[config.mk]
export PLATFORM = sky130hd
export DESIGN_NAME = sdblk_reader
export DESIGN_NICKNAME = d
export VERILOG_FILES = /design/src/rtl/sdblk_reader.sv
export SDC_FILE = /design/constraint.sdc
export NUM_CORES = 1
export LEC_CHECK = 0
export BUFFER_PORTS_ARGS = -buffer_cell sky130_fd_sc_hd__buf_2
export CAP_MARGIN = 30
export CORE_UTILIZATION = 40
export DETAILED_ROUTE_END_ITERATION = 7
export PLACE_DENSITY = 0.7
export SLEW_MARGIN = 20
export SYNTH_ARGS = -nofsm -noshare
export SYNTH_HDL_FRONTEND = slang
export SYNTH_SLANG_ARGS = --single-unit
[constraint.sdc]
create_clock -name clk -period 9.4 [get_ports clk]
set_clock_uncertainty 0.2 [all_clocks]
set_input_delay 1.41 -clock clk [delete_from_list [all_inputs] [get_ports clk]]
set_output_delay 1.41 -clock clk [all_outputs]
set_load 0.05 [all_outputs]
[src/rtl/sdblk_reader.sv]
// CMD17 single-block read sequencer: drives a byte-wide SPI engine and streams 512 bytes into a buffer RAM.
// Optional CRC-16/CCITT check of the block is compiled in with `define SDBLK_CRC_CHECK_EN.
module sdblk_reader #(
  parameter int R1_TRIES    = 8,
  parameter int TOKEN_TRIES = 4096
) (
  input  logic       clk,
  input  logic       rst,
  input  logic [2:0] AD,
  input  logic [7:0] DI,
  output logic [7:0] DO,
  input  logic       rw,
  input  logic       cs,
  output logic       irq,
  output logic       spi_start,
  output logic [7:0] spi_tx,
  input  logic       spi_done,
  input  logic [7:0] spi_rx,
  output logic       spi_ss,
  output logic       buf_we,
  output logic [8:0] buf_addr,
  output logic [7:0] buf_wd
);
  typedef enum logic [2:0] {S_IDLE, S_PRE, S_CMD, S_R1, S_TOK, S_DATA, S_CRC, S_POST} state_t;
  localparam logic [2:0] E_R1_TO = 3'd1, E_R1_NZ = 3'd2, E_TOK_TO = 3'd3, E_TOK_BAD = 3'd4, E_ABORT = 3'd6;

  state_t      state_q, state_d;
  logic [15:0] cnt_q, cnt_d;
  logic        out_q, out_d, abort_q, abort_d, ss_q, ss_d, start_q, start_d;
  logic [7:0]  tx_q, tx_d, r1_q, r1_d, do_q, do_d;
  logic        done_q, done_d, err_q, err_d, ie_q, ie_d;
  logic [2:0]  code_q, code_d;
  logic [31:0] addr_q, addr_d, lat_q, lat_d;
  logic        wr, rd, busy, go, ab_wr, byte_done, abort_now, launch;

`ifdef SDBLK_CRC_CHECK_EN
  localparam logic [2:0] E_CRC = 3'd5;
  logic [15:0] crc_q, crc_d;
  logic [7:0]  crc_hi_q, crc_hi_d;

  function automatic logic [15:0] crc_byte(input logic [15:0] c, input logic [7:0] b);
    logic [15:0] r;
    r = c ^ {b, 8'h00};
    for (int i = 0; i < 8; i++) r = r[15] ? ((r << 1) ^ 16'h1021) : (r << 1);
    return r;
  endfunction
`endif

  function automatic logic [7:0] cmd_byte(input logic [15:0] idx, input logic [31:0] a);
    case (idx)
      16'd0:   return 8'h51;
      16'd1:   return a[31:24];
      16'd2:   return a[23:16];
      16'd3:   return a[15:8];
      16'd4:   return a[7:0];
      default: return 8'hFF;
    endcase
  endfunction

  assign wr        = cs & ~rw;
  assign rd        = cs & rw;
  assign busy      = (state_q != S_IDLE);
  assign go        = wr && (AD == 3'd0) && DI[0] && !busy;
  assign ab_wr     = wr && (AD == 3'd0) && DI[1];
  assign byte_done = spi_done & out_q;
  // An abort written in the very cycle a byte finishes still suppresses that byte's buffer write.
  assign abort_now = (abort_q | ab_wr) & busy & (state_q != S_POST);

  always_ff @(posedge clk) begin
    if (rst) begin
      state_q <= S_IDLE; cnt_q <= '0; out_q <= 1'b0; abort_q <= 1'b0;
      ss_q <= 1'b1; start_q <= 1'b0; tx_q <= 8'hFF; r1_q <= 8'hFF; do_q <= 8'h00;
      done_q <= 1'b0; err_q <= 1'b0; ie_q <= 1'b0; code_q <= 3'd0;
      addr_q <= '0; lat_q <= '0;
`ifdef SDBLK_CRC_CHECK_EN
      crc_q <= '0; crc_hi_q <= '0;
`endif
    end else begin
      state_q <= state_d; cnt_q <= cnt_d; out_q <= out_d; abort_q <= abort_d;
      ss_q <= ss_d; start_q <= start_d; tx_q <= tx_d; r1_q <= r1_d; do_q <= do_d;
      done_q <= done_d; err_q <= err_d; ie_q <= ie_d; code_q <= code_d;
      addr_q <= addr_d; lat_q <= lat_d;
`ifdef SDBLK_CRC_CHECK_EN
      crc_q <= crc_d; crc_hi_q <= crc_hi_d;
`endif
    end
  end

  always_comb begin
    state_d = state_q; cnt_d = cnt_q; abort_d = abort_q;
    done_d = done_q; err_d = err_q; code_d = code_q; ie_d = ie_q;
    r1_d = r1_q; addr_d = addr_q; lat_d = lat_q;
`ifdef SDBLK_CRC_CHECK_EN
    crc_d = crc_q; crc_hi_d = crc_hi_q;
`endif
    if (wr) begin
      case (AD)
        3'd0: ie_d = DI[7];
        3'd1: addr_d[31:24] = DI;
        3'd2: addr_d[23:16] = DI;
        3'd3: addr_d[15:8]  = DI;
        3'd4: addr_d[7:0]   = DI;
        default: ;
      endcase
    end
    if (ab_wr && busy && state_q != S_POST) abort_d = 1'b1;

    if (go) begin
      done_d = 1'b0; err_d = 1'b0; code_d = 3'd0; abort_d = 1'b0;
      lat_d = addr_q; state_d = S_PRE; cnt_d = '0;
`ifdef SDBLK_CRC_CHECK_EN
      crc_d = '0;
`endif
    end else if (byte_done) begin
      if (abort_now) begin
        state_d = S_POST; err_d = 1'b1; code_d = E_ABORT;
      end else begin
        case (state_q)
          S_PRE: begin state_d = S_CMD; cnt_d = '0; end
          S_CMD: begin
            cnt_d = cnt_q + 16'd1;
            if (cnt_q == 16'd5) begin state_d = S_R1; cnt_d = '0; end
          end
          S_R1: begin
            r1_d  = spi_rx;
            cnt_d = cnt_q + 16'd1;
            if (!spi_rx[7]) begin
              if (spi_rx == 8'h00) begin state_d = S_TOK; cnt_d = '0; end
              else begin state_d = S_POST; err_d = 1'b1; code_d = E_R1_NZ; end
            end else if (cnt_q == 16'(R1_TRIES - 1)) begin
              state_d = S_POST; err_d = 1'b1; code_d = E_R1_TO;
            end
          end
          S_TOK: begin
            cnt_d = cnt_q + 16'd1;
            if (spi_rx == 8'hFE) begin state_d = S_DATA; cnt_d = '0; end
            else if (spi_rx != 8'hFF) begin state_d = S_POST; err_d = 1'b1; code_d = E_TOK_BAD; end
            else if (cnt_q == 16'(TOKEN_TRIES - 1)) begin
              state_d = S_POST; err_d = 1'b1; code_d = E_TOK_TO;
            end
          end
          S_DATA: begin
            cnt_d = cnt_q + 16'd1;
`ifdef SDBLK_CRC_CHECK_EN
            crc_d = crc_byte(crc_q, spi_rx);
`endif
            if (cnt_q == 16'd511) begin state_d = S_CRC; cnt_d = '0; end
          end
          S_CRC: begin
            cnt_d = 16'd1;
            if (cnt_q != 16'd0) begin
              state_d = S_POST;
`ifdef SDBLK_CRC_CHECK_EN
              if ({crc_hi_q, spi_rx} != crc_q) begin err_d = 1'b1; code_d = E_CRC; end
`endif
            end
`ifdef SDBLK_CRC_CHECK_EN
            else crc_hi_d = spi_rx;
`endif
          end
          S_POST: begin state_d = S_IDLE; done_d = 1'b1; end
          default: state_d = S_IDLE;
        endcase
      end
      if (state_d == S_POST || state_d == S_IDLE) begin
        abort_d = 1'b0;
        if (state_q != S_POST) cnt_d = '0;
      end
    end
  end

  always_comb begin
    // Next byte is issued on the same edge the previous one completes, so a byte is always in flight while busy.
    launch  = go | (byte_done & (state_d != S_IDLE));
    start_d = launch;
    out_d   = launch ? 1'b1 : (byte_done ? 1'b0 : out_q);
    tx_d    = tx_q;
    if (launch) tx_d = (state_d == S_CMD) ? cmd_byte(cnt_d, lat_d) : 8'hFF;
    ss_d = (state_d == S_IDLE) || (state_d == S_POST);
    do_d = do_q;
    if (rd) begin
      case (AD)
        3'd0:    do_d = {busy, done_q, err_q, ie_q, 1'b0, code_q};
        3'd1:    do_d = addr_q[31:24];
        3'd2:    do_d = addr_q[23:16];
        3'd3:    do_d = addr_q[15:8];
        3'd4:    do_d = addr_q[7:0];
        3'd5:    do_d = r1_q;
        default: do_d = 8'h00;
      endcase
    end
    buf_we   = (state_q == S_DATA) & byte_done & ~abort_now;
    buf_addr = (state_q == S_DATA) ? cnt_q[8:0] : 9'd0;
    buf_wd   = buf_we ? spi_rx : 8'h00;
  end

  assign DO        = do_q;
  assign irq       = done_q & ie_q;
  assign spi_start = start_q;
  assign spi_tx    = tx_q;
  assign spi_ss    = ss_q;
endmodule

==> metrics.csv, run 1 <==
metric,value,unit
grt_usage,0.238,
synth_area,6390,µm²
start_util,0.415,
max-slew-margin-rel,0.364,
layout_min_cycle_time,4970,ps
grt_max_degree,69,
nets,830,
cp.required,7790,ps
synth-seq-area-share,0.367,
cts_buffer_depth,2,
vias,6065,
fin_util,0.479,
cp_num_buf_inv,2,
synth_top_family_by_area,simple AND/OR/NAND/NOR gates,
synth-compound-area-share,0.209,
cp_slowest_stage_delay,720,ps
synthArstFlopShare,0,
io_buffers,60,
post_cts_buffers,0,
fmax,0.201,GHz
ctsHoldBuffers,0,
tightest_slew,950,ps
ys_types,79,
synth_edf_count,0,
finalSetupTns,0,ps
dieArea,16500,µm²
syn-num-nets,802,
r2r_start,cnt_q[0]$_SDFF_PP0_,
viasPerCell,5.91,
grt_pass1_wl,30200,µm
max-cap-violations,0,
overflow,0,
yosys_warnings,0,
grt_pass1_vias,5682,
synthSimpleGateAreaFrac,0.261,
fin_crit_sh,0.529,
start_kind,input pin,
clock_latency,430,ps
dpl.hpwl,13000,µm
critPathTopFamily,simple AND/OR/NAND/NOR gates,
setup_violations,0,
cts_sinks,117,
power_density,166,nW/µm²
ant_nets,0,
root_buffer,clkbuf_16,
synth_ff_type,dfxtp_1,
gp_congestion,0.953,
rows,45,
numCtsBuffers,17,
cts_tree,built,
synth-seq-cells,117,
power.leakage,2.90,nW
routed_wl,18600,µm
routedWlPerCell,18.2,µm
synth_xor_area_frac,0.00549,
synthAdderAreaFrac,0.00588,
critPathCaptureType,output pin,
status,completed,
drive_above_1_share,0.165,
crit_type,in -> out,
clk_pin_slew,60,ps
rsz0062_at_grt,no,
worst_path_max_delay_cell,nor4b_2,
first_pass_iters,5,
synth.mux.area_fraction,0.106,
n_antenna_cell,0,
worst_ep_arrival_time,3360,ps
drtIter0Drc,692,
hold_viol_final,0,
crit_top_cell,buf_2,
worstHoldStart,lat_q[19]$_SDFF_PP0_,
power.total,1.22,mW
syn_area_per_cell,8.24,µm²
synthCells,775,
fp.coreArea,15400,µm²
area_growth,15.3,%
drc,0,
crit_fanout,26,
hold_path_class,reg -> reg,
fp.dieH,128,µm
irDropWorstVdd,0.000196,V
io_pins,61,
slew_viol_final,0,
critPathLaunch,AD[0],
cts-htree-levels,4,
die_w,128,µm
cts_resized,0,
fillerInstances,1484,
path_cells,"buf_2, nor4b_2, a31oi_1, and3_1, and2_1, buf_2",
grt_antenna_before_repair,0,
-- cell usage after synthesis, types with 11 or more instances --
master    number  share of area
mux2_2        11          0.019
nand2_1       80          0.047
a211oi_1      13          0.015
nor2_1       110          0.065
dfxtp_1      117           0.37
nand3_1       22          0.017
o21ai_0       23          0.018
mux2i_1       51          0.080
nor3_1        18          0.014
and2_1        24          0.024
a21oi_1       48          0.038
a22oi_1       13          0.015
inv_1         13         0.0076
clkbuf_1      44          0.026
nand4_1       13          0.013
-- path summary, 6_finish.rpt --
| path | slack, ps | end | cells past startpoint |
|---|---|---|---|
| hold / removal | 250 | lat_q[19]$_SDFF_PP0_ | 2 |
| setup reg to reg | 4940 | spi_tx[1]$_SDFFE_PP1P_ | 10 |
| hold reg to reg | 250 | lat_q[19]$_SDFF_PP0_ | 2 |
| setup / recovery | 4430 | buf_wd[2] | 6 |
-- final cells by class --
cell class	count	area, µm²	area share
multi-input combinational	588	3760	0.510
sequential	117	2340	0.318
clock buffer	20	457	0.0620
timing repair buffer	66	355	0.0483
tap	211	264	0.0358
clock inverter	12	141	0.0192
inverter	13	48.8	0.00663
-- stage by stage --
step	instances	area, µm²	setup slack [ps]	hold WS (ps)
detailed placement	994	6750	4150	245
global route	1027	7360	4290	272
CTS	1026	7350	4470	253
floorplan	775	6390	4520	230
finish	1027	7360	4430	252
global placement	994	6750	4190	240
-- state kept, by name (all words and copies together), names as in the netlist --
name	count
DO	8
abort_q	1
addr_q	32
cnt_q	16
code_q	3
done_q	1
err_q	1
ie_q	1
lat_q	32
out_q	1
r1_q	8
spi_ss	1
spi_start	1
spi_tx	8
state_q	3
-- power by group --
| part | internal, mW | leakage (nW) | total (mW) | switching (mW) |
|---|---|---|---|---|
| clock network | 0.408 | 0.288 | 0.657 | 0.249 |
| registers | 0.500 | 0.945 | 0.504 | 0.00360 |
| logic | 0.0170 | 1.67 | 0.0578 | 0.0408 |
-- worst register-to-register path, stage by stage, from the launching register on --
cell and delay (ps):
dfxtp_1 540, ha_1 400, or4bb_1 530, o41ai_1 610, a221o_1 280, nor2_1 70
o31ai_2 610, nor3_2 140, a2111oi_4 350, nand3_2 240, o32a_1 400
-- cells in the final DEF, fill, tap and decap left out, types with 7 or more instances in the layout --
cell type  Yosys  final
dfxtp_1      117    117
nor2_1       110    110
nand2_1       80     80
buf_2          5     59
mux2i_1       51     51
a21oi_1       48     48
and2_1        24     24
o21ai_0       23     23
nand3_1       22     22
nor3_1        18     18
clkbuf_16      0     17
inv_1         13     13
nand4_1       13     13
a211oi_1      13     13
a22oi_1       13     13
mux2_2        11     11
nor2b_1        9      9
a211o_1        9      9
a31oi_1        7      7
nor4_1         7      7
o22ai_1        7      7
-- cells by family after synthesis --
| kind of cell | count (synthesis) |
|---|---|
| AO/OA/AOI/OAI | 183 |
| XOR/XNOR | 4 |
| adder cells (fa/ha/maj) | 3 |
| buffers and inverters | 70 |
| flip-flops | 117 |
| multiplexers | 64 |
| AND/OR/NAND/NOR | 334 |
-- metal layers --
metal | vias up | share of wire | GRT usage
met1 | 2885 | 0.45 | 0.324
met5 | - | 0 | 0
met3 | 37 | 0.071 | 0.0541
met2 | 261 | 0.46 | 0.362
li1 | 2882 | - | -
met4 | 0 | 0.025 | 0.102
(Power assumes the default switching activity.)
==> inputs of run 2 (changes only) <==
- clock period: 9.4 -> 4.75 ns (I/O delays scaled with it)
==> run 2 against run 1 <==
Combinational power is 100% higher. Sequential cell count stayed put. Critical path type is now reg -> reg. Register-to-register slack worse by 4400 ps.
==> metrics.csv, run 2 (synthesis results as in run 1) <==
metric,value,unit,change
status,completed,,
critPathCaptureType,register,,
gp_congestion,0.935,,-1.9%
p_sw,0.549,mW,+87%
slew_viol_final,0,,unchanged
dpl.hpwl,13100,µm,+0.57%
design_area,7410,µm²,+0.61%
tightest_slew,813,ps,-137 ps
drc,0,,unchanged
routed_wl,18300,µm,-1.9%
max-slew-margin-rel,0.453,,+0.0888
drtIter0Drc,544,,-21%
cts-htree-levels,4,,unchanged
finalSetupTns,0,ps,unchanged
r2r_slack,590,ps,-4350 ps
routedWlPerCell,17.6,µm,-3.1%
setup_violations,0,,unchanged
fp.dieH,128,µm,unchanged
worstHoldStart,lat_q[21]$_SDFF_PP0_,,
clock_latency,410,ps,-20 ps
holdPathStages,2,,unchanged
final_common_cell,dfxtp_1,,
cts_sinks,117,,unchanged
worst_ep_arrival_time,4260,ps,+900 ps
start_util,0.415,,unchanged
comb_power_share,0.051,,+0.004
power.internal,1.74,mW,+88%
drive_above_1_share,0.177,,+0.0119
switching_share,0.240,,-0.00126
area_growth,16.0,%,
grt_pass1_wl,29600,µm,-1.9%
cts_buffer_depth,2,,unchanged
io_pins,61,,unchanged
rows,45,,unchanged
grt_pass1_vias,5693,,+0.19%
hold_path_class,reg -> reg,,
dp.cells,1010,,+1.6%
rsz0062_at_grt,no,,
grt_antenna_before_repair,0,,unchanged
root_buffer,clkbuf_16,,
fin_crit_sh,0.876,,
fp.coreArea,15400,µm²,unchanged
cts_tree,built,,
viasPerCell,5.85,,-1.0%
start_kind,register,,
ant_nets,0,,unchanged
ctsHoldBuffers,0,,unchanged
crit_type,reg -> reg,,
layout_min_cycle_time,4160,ps,
dieArea,16500,µm²,unchanged
io_buffers,60,,unchanged
power.share.clock,0.514,,-0.025
die_w,128,µm,unchanged
r2r-end,spi_tx[2]$_SDFFE_PP1P_,,
dpl_cell_area,6870,µm²,+1.8%
power.leakage,2.94,nW,+1.4%
max-cap-violations,0,,unchanged
irDropWorstVdd,0.000252,V,+29%
cts_resized,0,,unchanged
r2r_start,cnt_q[0]$_SDFF_PP0_,,
power_frac_seq,0.435,,+0.022
vias,6080,,+0.25%
first_pass_iters,6,,+1
largestRegisters,"addr_q (32), lat_q (32), cnt_q (16)",,
overflow,0,,unchanged
hold_viol_final,0,,unchanged
clk_pin_slew,60,ps,about the same
numCtsBuffers,17,,unchanged
post_cts_buffers,0,,unchanged
n_antenna_cell,0,,unchanged
mostFrequentLayoutCells,"dfxtp_1 (117), nor2_1 (110), nand2_1 (80)",,
hold_end,lat_q[21]$_SDFF_PP0_,,
nets,845,,+1.8%
power_density,309,nW/µm²,+87%
grt_max_degree,79,,+14%
fillerInstances,1490,,+0.40%
crit_fanout,10,,-62%
stdcell_count,1040,,+1.3%
cp.required,4850,ps,-2940 ps
fmax,0.240,GHz,
r2r.worst_path.cells,11,,+1
grt_usage,0.231,,-0.00713
[run 2: cell count changes in the layout (fill, tap and decap cells not counted), sizes merged]
| cell | previous run | this run |
|---|---|---|
| bufinv | 2 | 1 |
| clkbuf | 20 | 19 |
| inv | 18 | 16 |
| buf | 66 | 81 |
| clkinvlp | 2 | 4 |
[run 2: worst max-delay path, cell delays in order, from the launching register on]
cell	delay, ps
dfxtp_1	500
ha_1	350
or4bb_1	510
o41ai_1	320
buf_4	200
a221o_1	150
o21ai_0	150
nor3_2	380
o31ai_1	220
a2111oi_4	450
nand3_2	230
o32a_1	390
[run 2: metal layers]
| metal | global-route usage | wire length [µm] | vias to the layer above |
|---|---|---|---|
| met3 | 0.0507 | 1080 | 47 |
| met1 | 0.309 | 8180 | 2861 |
| met2 | 0.368 | 8570 | 257 |
| met5 | 0 | 0 | - |
| li1 | - | - | 2915 |
| met4 | 0.0789 | 461 | 0 |
[run 2: final cells by class]
class / count / area (µm²) / area share
clock buffers: 19 / 433 / 0.0584
clock inverters: 11 / 105 / 0.0142
inverters: 13 / 48.8 / 0.00659
multi-input cells: 588 / 3760 / 0.507
flip-flops and latches: 117 / 2340 / 0.316
well taps: 211 / 264 / 0.0356
repair buffers: 81 / 460 / 0.0621
[run 2: how the worst max path moves through the flow]
stage | endpoint | cells after the start | from
after detailed placement | spi_tx[2]$_SDFFE_PP1P_ | 10 | cnt_q[0]$_SDFF_PP0_
after global placement | spi_tx[5]$_SDFFE_PP1P_ | 11 | spi_rx[4]
final | spi_tx[2]$_SDFFE_PP1P_ | 11 | cnt_q[0]$_SDFF_PP0_
after global routing | spi_tx[4]$_SDFFE_PP1P_ | 11 | cnt_q[0]$_SDFF_PP0_
after floorplan | spi_tx[4]$_SDFFE_PP1P_ | 10 | AD[0]
after CTS | spi_tx[5]$_SDFFE_PP1P_ | 12 | cnt_q[0]$_SDFF_PP0_
[run 2: metrics by stage]
stage / setup WS [ps] / power (mW) / util / hold WS [ps]
after floorplan: 1060 / 1.09 / - / 230
after global placement: 551 / 1.13 / 0.446 / 241
after detailed placement: 654 / 1.13 / 0.447 / 245
after CTS: 635 / 2.31 / 0.482 / 252
after global routing: 368 / 2.37 / 0.482 / 274
final: 588 / 2.29 / 0.482 / 252
[run 2: power groups by stage]
stage	sequential, mW	combinational, mW	clock (mW)
6_report	0.996	0.117	1.18
5_1_grt	0.996	0.126	1.24
4_1_cts	0.996	0.116	1.19
3_5_place_dp	1.02	0.116	0
3_3_place_gp	1.02	0.115	0
2_1_floorplan	1.03	0.0622	0
==> inputs of run 3 (changes only) <==
- CORE_MARGIN: unset -> 2
==> run 3 against run 2 <==
Global-route usage decreased by 0.29 points. Non-clock buffer count decreased by 3. Clock-buffer cell count decreased by 2. Sequential cell count unchanged. First-iteration DRC count increased by 17%. Cell count increased by 0.29%. Register-to-register slack improved by 40 ps. Via count increased by 0.41%. Design area increased by 0.27%. Critical endpoint is now spi_tx[3]$_SDFFE_PP1P_.
==> metrics.csv, run 3 (synthesis results as in run 1) <==
metric,value,unit,change
power.leakage,2.95,nW,+0.16%
vias,6105,,+0.41%
fillerInstances,1556,,+4.4%
p_sw,0.586,mW,+6.9%
rsz0062_at_grt,no,,
crit_type,reg -> reg,,
drtIter0Drc,638,,+17%
power.share.clock,0.521,,+0.007
cp.required,4860,ps,about the same
ant_nets,0,,unchanged
start_kind,register,,
power_frac_seq,0.427,,-0.008
fp.coreArea,15800,µm²,+2.6%
overflow,0,,unchanged
nets,842,,-0.36%
first_pass_iters,6,,unchanged
area_growth,16.3,%,
grt_usage,0.228,,-0.00293
power_density,314,nW/µm²,+1.6%
dpl.hpwl,13200,µm,+1.1%
grt_pass1_wl,30200,µm,+1.8%
routedWlPerCell,18.1,µm,+3.0%
final_common_cell,dfxtp_1,,
io_buffers,60,,unchanged
clk_pin_slew,60,ps,about the same
numCtsBuffers,17,,unchanged
grt_max_degree,93,,+18%
comb_power_share,0.052,,about the same
fmax,0.243,GHz,+0.99%
fin_crit_sh,0.868,,-0.00857
setup_slack,628,ps,+40.7 ps
post_cts_buffers,0,,unchanged
worst_ep_arrival_time,4230,ps,-30 ps
setup_violations,0,,unchanged
hold_path_class,reg -> reg,,
fp.dieH,130,µm,+1.6%
clock_latency,420,ps,about the same
viasPerCell,5.85,,+0.12%
fin_util,0.471,,-0.0109
tightest_slew,937,ps,+123 ps
max-slew-margin-rel,0.373,,-0.0796
die_w,130,µm,+1.6%
cts_buffer_depth,2,,unchanged
pre_cts_slack,588,ps,-66.4 ps
root_buffer,clkbuf_16,,
finalSetupTns,0,ps,unchanged
crit_fanout,19,,+9
grt_pass1_vias,5676,,-0.30%
start_util,0.405,,-0.0105
cts_tree,built,,
io_pins,61,,unchanged
ctsHoldBuffers,0,,unchanged
cts_resized,0,,unchanged
cts-htree-levels,4,,unchanged
largestRegisters,"addr_q (32), lat_q (32), cnt_q (16)",,
power.internal,1.75,mW,+0.36%
rows,46,,+2.2%
dieArea,17000,µm²,+3.1%
drive_above_1_share,0.178,,+0.000429
layout_min_cycle_time,4120,ps,-40.7 ps
irDropWorstVdd,0.000376,V,+49%
n_antenna_cell,0,,unchanged
routed_wl,18900,µm,+3.3%
gp_congestion,0.905,,-3.1%
drc,0,,unchanged
cts_sinks,117,,unchanged
hold_viol_final,0,,unchanged
status,completed,,
critPathCaptureType,register,,
max-cap-violations,0,,unchanged
mostFrequentLayoutCells,"dfxtp_1 (117), nor2_1 (110), nand2_1 (80)",,
grt_antenna_before_repair,0,,unchanged
slew_viol_final,0,,unchanged
switching_share,0.251,,+0.0116
run 3: changes by cell type in the layout (fill, tap and decap cells not counted), sizes merged:
cell / before / now
clkbuf: 19 / 17
buf: 81 / 78
clkinvlp: 4 / 3
clkinv: 3 / 7
run 3: worst paths after layout:
kind	from	endpoint	slack, ps	cells after the start
setup / recovery	state_q[2]$_SDFF_PP0_	spi_tx[3]$_SDFFE_PP1P_	630	11
hold / removal	lat_q[23]$_SDFF_PP0_	lat_q[23]$_SDFF_PP0_	250	2
setup reg to reg	state_q[2]$_SDFF_PP0_	spi_tx[3]$_SDFFE_PP1P_	630	11
hold reg to reg	lat_q[23]$_SDFF_PP0_	lat_q[23]$_SDFF_PP0_	250	2
run 3: final cells by class:
| class | instances | area [µm²] | area share |
|---|---|---|---|
| inverters | 13 | 48.8 | 0.00657 |
| flip-flops and latches | 117 | 2340 | 0.315 |
| repair buffers | 78 | 458 | 0.0616 |
| well taps | 216 | 270 | 0.0364 |
| clock buffers | 17 | 425 | 0.0573 |
| multi-input cells | 588 | 3760 | 0.506 |
| clock inverters | 14 | 129 | 0.0173 |
run 3: per-stage QoR:
stage,cells,power (mW),cell area [µm²],hold WS (ps)
global placement,1011,1.13,6850,239
CTS,1042,2.34,7400,251
finish,1043,2.33,7430,253
detailed placement,1011,1.13,6850,244
global route,1043,2.40,7430,271
floorplan,775,1.09,6390,230
run 3: power by group through the flow:
stage          logic [mW]  registers, mW  clock network (mW)
6_report            0.122          0.996                1.22
5_1_grt             0.131          0.997                1.27
4_1_cts             0.117          0.996                1.22
3_5_place_dp        0.117           1.02                   0
3_3_place_gp        0.116           1.02                   0
2_1_floorplan      0.0622           1.03                   0
run 3: worst max-delay path: stages (launching register included):
cell	delay (ps)
dfxtp_1	690
nor3_1	270
nor2_1	650
nand2_1	250
o2111a_2	240
o31ai_2	580
o32ai_2	260
buf_4	230
mux2i_1	150
nand2_1	70
o211a_1	140
o32a_1	270
run 3: metal layers:
metal,GRT usage,vias to the layer above,share of wire
li1,-,2908,-
met1,0.308,2890,0.45
met2,0.366,264,0.46
met3,0.0459,43,0.068
met4,0.0782,0,0.023
met5,0,-,0
